==> src/rtl/render_queue_writer.sv <==
// render_queue_writer
//   Producer side of the display render-queue byte interface. Software stages
//   sprite descriptors (x, y, sprite number, flags) through an 8-bit Avalon-MM
//   slave and commits them into a descriptor FIFO. On FRAME_DONE the block
//   arms, waits for the next vertical-blank pulse, clears the display queue,
//   then streams MAGIC, the entry count and every buffered descriptor, one
//   byte per cycle, oldest entry first.
//
// Ports
//   clk, reset          system clock, asynchronous active-high reset
//   chipselect, write,  Avalon slave select / write / read strobes
//   read
//   address[2:0]        register index (0-3 staging, 4 COMMIT, 5 FRAME_DONE,
//                       6 status / clear sticky flags, 7 FIFO count)
//   writedata[7:0]      write data
//   readdata[7:0]       registered read data, valid the cycle after a read
//   vblank_start        one-cycle pulse at start of vertical blanking
//   clear_render_queue  one-cycle pulse resetting the display queue pointer
//   render_queue_we     byte strobe into the display queue
//   render_queue_din    byte presented with render_queue_we
//   busy                high whenever the sequencer is not idle
module render_queue_writer #(
   parameter int         DEPTH = 63,
   parameter logic [7:0] MAGIC = 8'hA5
) (
   input  logic       clk,
   input  logic       reset,
   input  logic       chipselect,
   input  logic       write,
   input  logic       read,
   input  logic [2:0] address,
   input  logic [7:0] writedata,
   output logic [7:0] readdata,
   input  logic       vblank_start,
   output logic       clear_render_queue,
   output logic       render_queue_we,
   output logic [7:0] render_queue_din,
   output logic       busy
);

   // DEPTH is at most 63 so the count always fits in 6 bits and the
   // zero-extended byte form equals {2'b0, count[5:0]}.
   localparam int CW = $clog2(DEPTH + 1);
   localparam int PW = (DEPTH > 1) ? $clog2(DEPTH) : 1;

   typedef enum logic [2:0] {
      S_IDLE,
      S_ARMED,
      S_CLEAR,
      S_HDR,
      S_CNT,
      S_DATA
   } state_t;

   state_t          state_q;
   logic [7:0]      x_q, y_q, sp_q, fl_q;
   logic            ovf_q, rej_q;
   logic [CW-1:0]   count_q;
   logic [CW-1:0]   cnt_lat_q;
   logic [PW-1:0]   wr_ptr_q, rd_ptr_q;
   logic [1:0]      lane_q;
   logic [7:0]      rdata_q;
   logic            clr_q, we_q;
   logic [7:0]      din_q;
   logic [31:0]     mem_q [DEPTH];

   logic            wr_en, rd_en;
   logic            commit, frame_done, clr_flags;
   logic            is_idle, fifo_full, push;
   logic [PW-1:0]   wr_ptr_d, rd_ptr_d;
   logic [31:0]     head_entry, next_entry;

   // Lane 0 is X (most significant byte) through lane 3 FLAGS.
   function automatic logic [7:0] lane_byte(input logic [31:0] e, input logic [1:0] l);
      case (l)
         2'd0:    return e[31:24];
         2'd1:    return e[23:16];
         2'd2:    return e[15:8];
         default: return e[7:0];
      endcase
   endfunction

   assign wr_en      = chipselect & write;
   assign rd_en      = chipselect & read;
   assign commit     = wr_en && (address == 3'd4);
   assign frame_done = wr_en && (address == 3'd5);
   assign clr_flags  = wr_en && (address == 3'd6);
   assign is_idle    = (state_q == S_IDLE);
   assign fifo_full  = (count_q == CW'(DEPTH));
   assign push       = commit && is_idle && !fifo_full;

   assign wr_ptr_d   = (wr_ptr_q == PW'(DEPTH - 1)) ? '0 : wr_ptr_q + 1'b1;
   assign rd_ptr_d   = (rd_ptr_q == PW'(DEPTH - 1)) ? '0 : rd_ptr_q + 1'b1;
   assign head_entry = mem_q[rd_ptr_q];
   assign next_entry = mem_q[rd_ptr_d];

   assign readdata           = rdata_q;
   assign clear_render_queue = clr_q;
   assign render_queue_we    = we_q;
   assign render_queue_din   = din_q;
   assign busy               = !is_idle;

   // Descriptor storage: data only, no reset needed.
   always_ff @(posedge clk) begin
      if (push) mem_q[wr_ptr_q] <= {x_q, y_q, sp_q, fl_q};
   end

   // Staging registers are always writable, even while busy.
   always_ff @(posedge clk or posedge reset) begin
      if (reset) begin
         x_q  <= '0;
         y_q  <= '0;
         sp_q <= '0;
         fl_q <= '0;
      end else if (wr_en) begin
         case (address)
            3'd0:    x_q  <= writedata;
            3'd1:    y_q  <= writedata;
            3'd2:    sp_q <= writedata;
            3'd3:    fl_q <= writedata;
            default: ;
         endcase
      end
   end

   always_ff @(posedge clk or posedge reset) begin
      if (reset) begin
         rdata_q <= '0;
      end else if (rd_en) begin
         case (address)
            3'd0:    rdata_q <= x_q;
            3'd1:    rdata_q <= y_q;
            3'd2:    rdata_q <= sp_q;
            3'd3:    rdata_q <= fl_q;
            3'd6:    rdata_q <= {busy, ovf_q, rej_q, 5'b0};
            3'd7:    rdata_q <= 8'(count_q);
            default: rdata_q <= '0;
         endcase
      end
   end

   // Sequencer. Output registers are loaded on the edge that enters the
   // state they belong to, so the clear pulse coincides with CLEAR and
   // stream byte k is visible k+1 cycles after it.
   always_ff @(posedge clk or posedge reset) begin
      if (reset) begin
         state_q   <= S_IDLE;
         ovf_q     <= 1'b0;
         rej_q     <= 1'b0;
         count_q   <= '0;
         cnt_lat_q <= '0;
         wr_ptr_q  <= '0;
         rd_ptr_q  <= '0;
         lane_q    <= '0;
         clr_q     <= 1'b0;
         we_q      <= 1'b0;
         din_q     <= '0;
      end else begin
         if (clr_flags) begin
            ovf_q <= 1'b0;
            rej_q <= 1'b0;
         end
         if ((commit || frame_done) && !is_idle) rej_q <= 1'b1;

         case (state_q)
            S_IDLE: begin
               clr_q <= 1'b0;
               we_q  <= 1'b0;
               din_q <= '0;
               if (push) begin
                  mem_wr_advance: begin
                     wr_ptr_q <= wr_ptr_d;
                     count_q  <= count_q + 1'b1;
                  end
               end
               if (commit && fifo_full) ovf_q <= 1'b1;
               if (frame_done) state_q <= S_ARMED;
            end
            S_ARMED: begin
               if (vblank_start) begin
                  state_q   <= S_CLEAR;
                  clr_q     <= 1'b1;
                  cnt_lat_q <= count_q;
               end
            end
            S_CLEAR: begin
               clr_q   <= 1'b0;
               we_q    <= 1'b1;
               din_q   <= MAGIC;
               state_q <= S_HDR;
            end
            S_HDR: begin
               din_q   <= 8'(cnt_lat_q);
               state_q <= S_CNT;
            end
            S_CNT: begin
               if (cnt_lat_q != '0) begin
                  din_q   <= lane_byte(head_entry, 2'd0);
                  lane_q  <= 2'd1;
                  state_q <= S_DATA;
               end else begin
                  we_q    <= 1'b0;
                  din_q   <= '0;
                  state_q <= S_IDLE;
               end
            end
            S_DATA: begin
               if (lane_q == 2'd0) begin
                  // FLAGS of the head entry has just been shown: retire it.
                  rd_ptr_q <= rd_ptr_d;
                  count_q  <= count_q - 1'b1;
                  if (count_q == CW'(1)) begin
                     we_q    <= 1'b0;
                     din_q   <= '0;
                     state_q <= S_IDLE;
                  end else begin
                     din_q  <= lane_byte(next_entry, 2'd0);
                     lane_q <= 2'd1;
                  end
               end else begin
                  din_q  <= lane_byte(head_entry, lane_q);
                  lane_q <= lane_q + 2'd1;
               end
            end
            default: state_q <= S_IDLE;
         endcase
      end
   end

endmodule

==> config.mk <==
export PLATFORM = sky130hd
export DESIGN_NAME = render_queue_writer
export DESIGN_NICKNAME = d
export VERILOG_FILES = /design/src/rtl/render_queue_writer.sv
export SDC_FILE = /design/constraint.sdc
export NUM_CORES = 2
export LEC_CHECK = 0
export CAP_MARGIN = 10
export CORE_UTILIZATION = 40
export DETAILED_ROUTE_END_ITERATION = 16
export SYNTH_ARGS = -nofsm -noshare
export SYNTH_HDL_FRONTEND = slang
export SYNTH_SLANG_ARGS = --single-unit
==> constraint.sdc <==
create_clock -name clk -period 3.45 [get_ports clk]
set_input_delay 0.69 -clock clk [delete_from_list [all_inputs] [get_ports clk]]
set_output_delay 0.69 -clock clk [all_outputs]
set_load 0.02 [all_outputs]
==> metrics.txt <==
average size of a mapped cell=18.59 um^2; slew margin rel.=33.38%; Worst VDD drop=0.6262 mV; post-synth cell types=86; crit path kind=reg -> reg; RSZ-0062 raised after global routing=true; CTS sink count=2097; vias=52.20k; Setup violations, final=3; die height=467.7 um; chip width=467.7 um; Pwr Density=755.5 nW/um^2; total CTS buffers=212; static leakage=0.03365 uW; Post-synth EDFFs=2016; number of global-route vias before repair=50.62k; clk_lat worst skew=890 ps; main area contributors after synthesis=edfxtp_1 70%, mux4_2 12%, mux2i_1 2.6%; initial antenna violation count=7; Crit path top cell by count=buf_4; hold buffer count at cts=0; Synth top area share=69.78%; Setup Slack @ Placement=-479.0 ps; status=finished with violations; Fin Clk Skew=36.87 ps; slowest library cell on the worst path=dfrtp_4; Post-DRT Antenna Nets=0; worst min path class=in -> async; Post-synth top flop=edfxtp_1; number of rows in the core area=170; syn nets=4693; Syn-to-layout area delta=20.21%; RR Endpoint=render_queue_din[1]$_DFFE_PP0P_; register area share after synthesis=72.12%; Post-DP HPWL=195600 um; Clock transition at path regs=60 ps; grt ovf=0; warnings from Yosys=0; largest net degree at the start of global routing=82; Final #Nets=5381; # H-tree levels=4; aggregate global-route resource usage=26.49%; Initial DRC Count=7580; Final Hold Fails=0; top-level I/O count=36; Gate Count Post-Synth=4666; Worst Setup SP=rd_ptr_q[0]$_DFFE_PP0P_; worst r2r path cells=13; largest area contributor in the netlist=edfxtp_1; FF-to-FF Start=rd_ptr_q[0]$_DFFE_PP0P_; CP startpoint kind=flop; first-pass GRT wire length=404600 um; Die ar.=218800 um^2; Detailed Routing Iterations Pass 1=8; most frequent cell after synthesis=edfxtp_1; vias per cell=6.226; Final Cycle Share=101.7%; Async SR Flop Fraction=3.863%; Final TNS setup=-125.3 ps; CP Capture Point=render_queue_din[1]$_DFFE_PP0P_; drt drc=0; Clock Path Buffers=3; Final Wtd Congestion=0.9901; CP Capture Type=flop; Worst EP required=4210 ps; layout cells sized above 1=32.21%; worst slew pin tran=988.8 ps; total wire length=292100 um; arrival time worst endpoint=4270 ps; final setup margin=-59.34 ps; Final Critical Period=3509 ps; total of max-cap violations=0; Max FO, Critical Path=23; CTS tree=built; CP max stage delay=510 ps; average wire per standard cell=34.84 um; root buf cell=clkbuf_16; failing checks=setup timing; top cells by count, synth=2016 x edfxtp_1, 466 x mux4_2, 275 x nand2_1, 226 x mux2i_1, 163 x nor2_1; port bufs=35; area of the mapped netlist=86760 um^2; post-synthesis register bit count=2097; crit path cell chain=buf_12, clkinv_2, buf_4, buf_8, o21ai_4, buf_4, clkbuf_16, a221oi_1, o22ai_1, a22o_1, o21ai_2, o211ai_1, a211o_1; core box area=215000 um^2; Fmax achieved=0.2850 GHz; Starting Density=40.34%; Worst R2R Setup Slack=-60 ps; Slew Viols, Final=0
-- cells in the final DEF, fill, tap and decap left out, types with 40 or more instances in the layout --
cell type,netlist,routed
mux4_2,466,466
edfxtp_1,2016,2016
mux2_2,76,76
a22oi_1,88,85
buf_12,2,143
o22ai_1,64,60
clkinv_1,2,49
nand2_1,275,272
buf_4,51,577
nor2_4,0,64
a211oi_1,56,50
dfrtp_1,81,43
nor3_1,51,45
a221oi_1,43,40
nand3_1,60,59
nor2_1,163,97
o21ai_0,127,121
a21oi_1,148,145
mux2i_1,226,224
clkbuf_16,0,219
clkbuf_1,84,62
-- area by class of cell --
cell class                 instances  area, um^2
tap                             2838        3551
clock buffer                     279        5629
multi-input combinational       2238       23250
fill                           17590      110800
clock inverter                   119        1012
timing repair buffer             786        8112
antenna                            8       20.02
inverter                          19       80.08
sequential                      2097       62630
-- routing by layer --
layer	track usage [%]	routed length (um)	share of wire (%)	vias up
met4	12.91	15870	5.4	6
met5	0	40	0.014	-
li1	-	-	-	20780
met1	36.09	113900	39	27600
met3	5.279	28310	9.7	694
met2	40.71	133900	46	3119
-- state kept, by name, indices dropped and copies added (netlist names), 2 cells and up --
| signal | flops |
|---|---|
| readdata | 8 |
| rd_ptr_q | 6 |
| wr_ptr_q | 6 |
| sp_q | 8 |
| state_q | 3 |
| fl_q | 8 |
| render_queue_din | 8 |
| mem_q | 2016 |
| x_q | 8 |
| lane_q | 2 |
| y_q | 8 |
| count_q | 6 |
| cnt_lat_q | 6 |
-- worst min-delay path by stage --
stage | start | end | depth (start not counted)
final | reset | cnt_lat_q[4]$_DFFE_PP0P_ | 3
after global routing | reset | cnt_lat_q[4]$_DFFE_PP0P_ | 3
after CTS | reset | rd_ptr_q[0]$_DFFE_PP0P_ | 3
after detailed placement | readdata[4]$_DFFE_PP0P_ | readdata[4]$_DFFE_PP0P_ | 2
after global placement | readdata[6]$_DFFE_PP0P_ | readdata[6]$_DFFE_PP0P_ | 2
after floorplan | lane_q[0]$_DFFE_PP0P_ | lane_q[0]$_DFFE_PP0P_ | 1
-- worst max-delay path, delay by kind of cell, from the launching register on --
kind,cells,cell delay (ps)
AO/OA/AOI/OAI,7,1820
flip-flops,1,510
buffers and inverters,6,1040
-- where the power goes --
part / internal [uW] / switching [uW] / total, uW
clock network: 12100 / 10000 / 22100
registers: 29700 / 1110 / 30800
logic: 10900 / 14900 / 25900
total: 52700 / 26100 / 78800
-- cell families (layout without fill, tap and decap cells) --
family	count (synthesis)	in the layout	synth area share [%]
muxes	773	773	15.84
xor gates and xnor gates	8	8	0.08942
other	0	8	0
DFF	2097	2097	72.12
and+or+nand+nor	684	684	3.558
AOI/OAI and AO/OA	763	763	5.991
adders and majority gates	10	10	0.1442
buffers and inverters	331	1203	2.259
-- per-stage QoR --
stage / total power, uW / utilization [%] / cells / instance area, um^2 / hold WS, ps
2_1_floorplan: 44280 / - / 4666 / 86790 / 467.2
3_3_place_gp: 55450 / 44.88 / 7937 / 96510 / 469.1
3_5_place_dp: 55590 / 44.88 / 7937 / 96510 / 477.5
4_1_cts: 77960 / 48.16 / 8347 / 103600 / 249.4
5_1_grt: 80800 / 48.49 / 8376 / 104300 / 307.1
6_report: 78780 / 48.50 / 8384 / 104300 / 266.5
-- timing repair --
item                       CTS  global route
resized for setup           61            77
setup endpoints to repair    8             8
pin swaps                    9            17
cloned                       1             5
setup buffers               11            25
No activity file was read; power rests on OpenSTA's default activity.
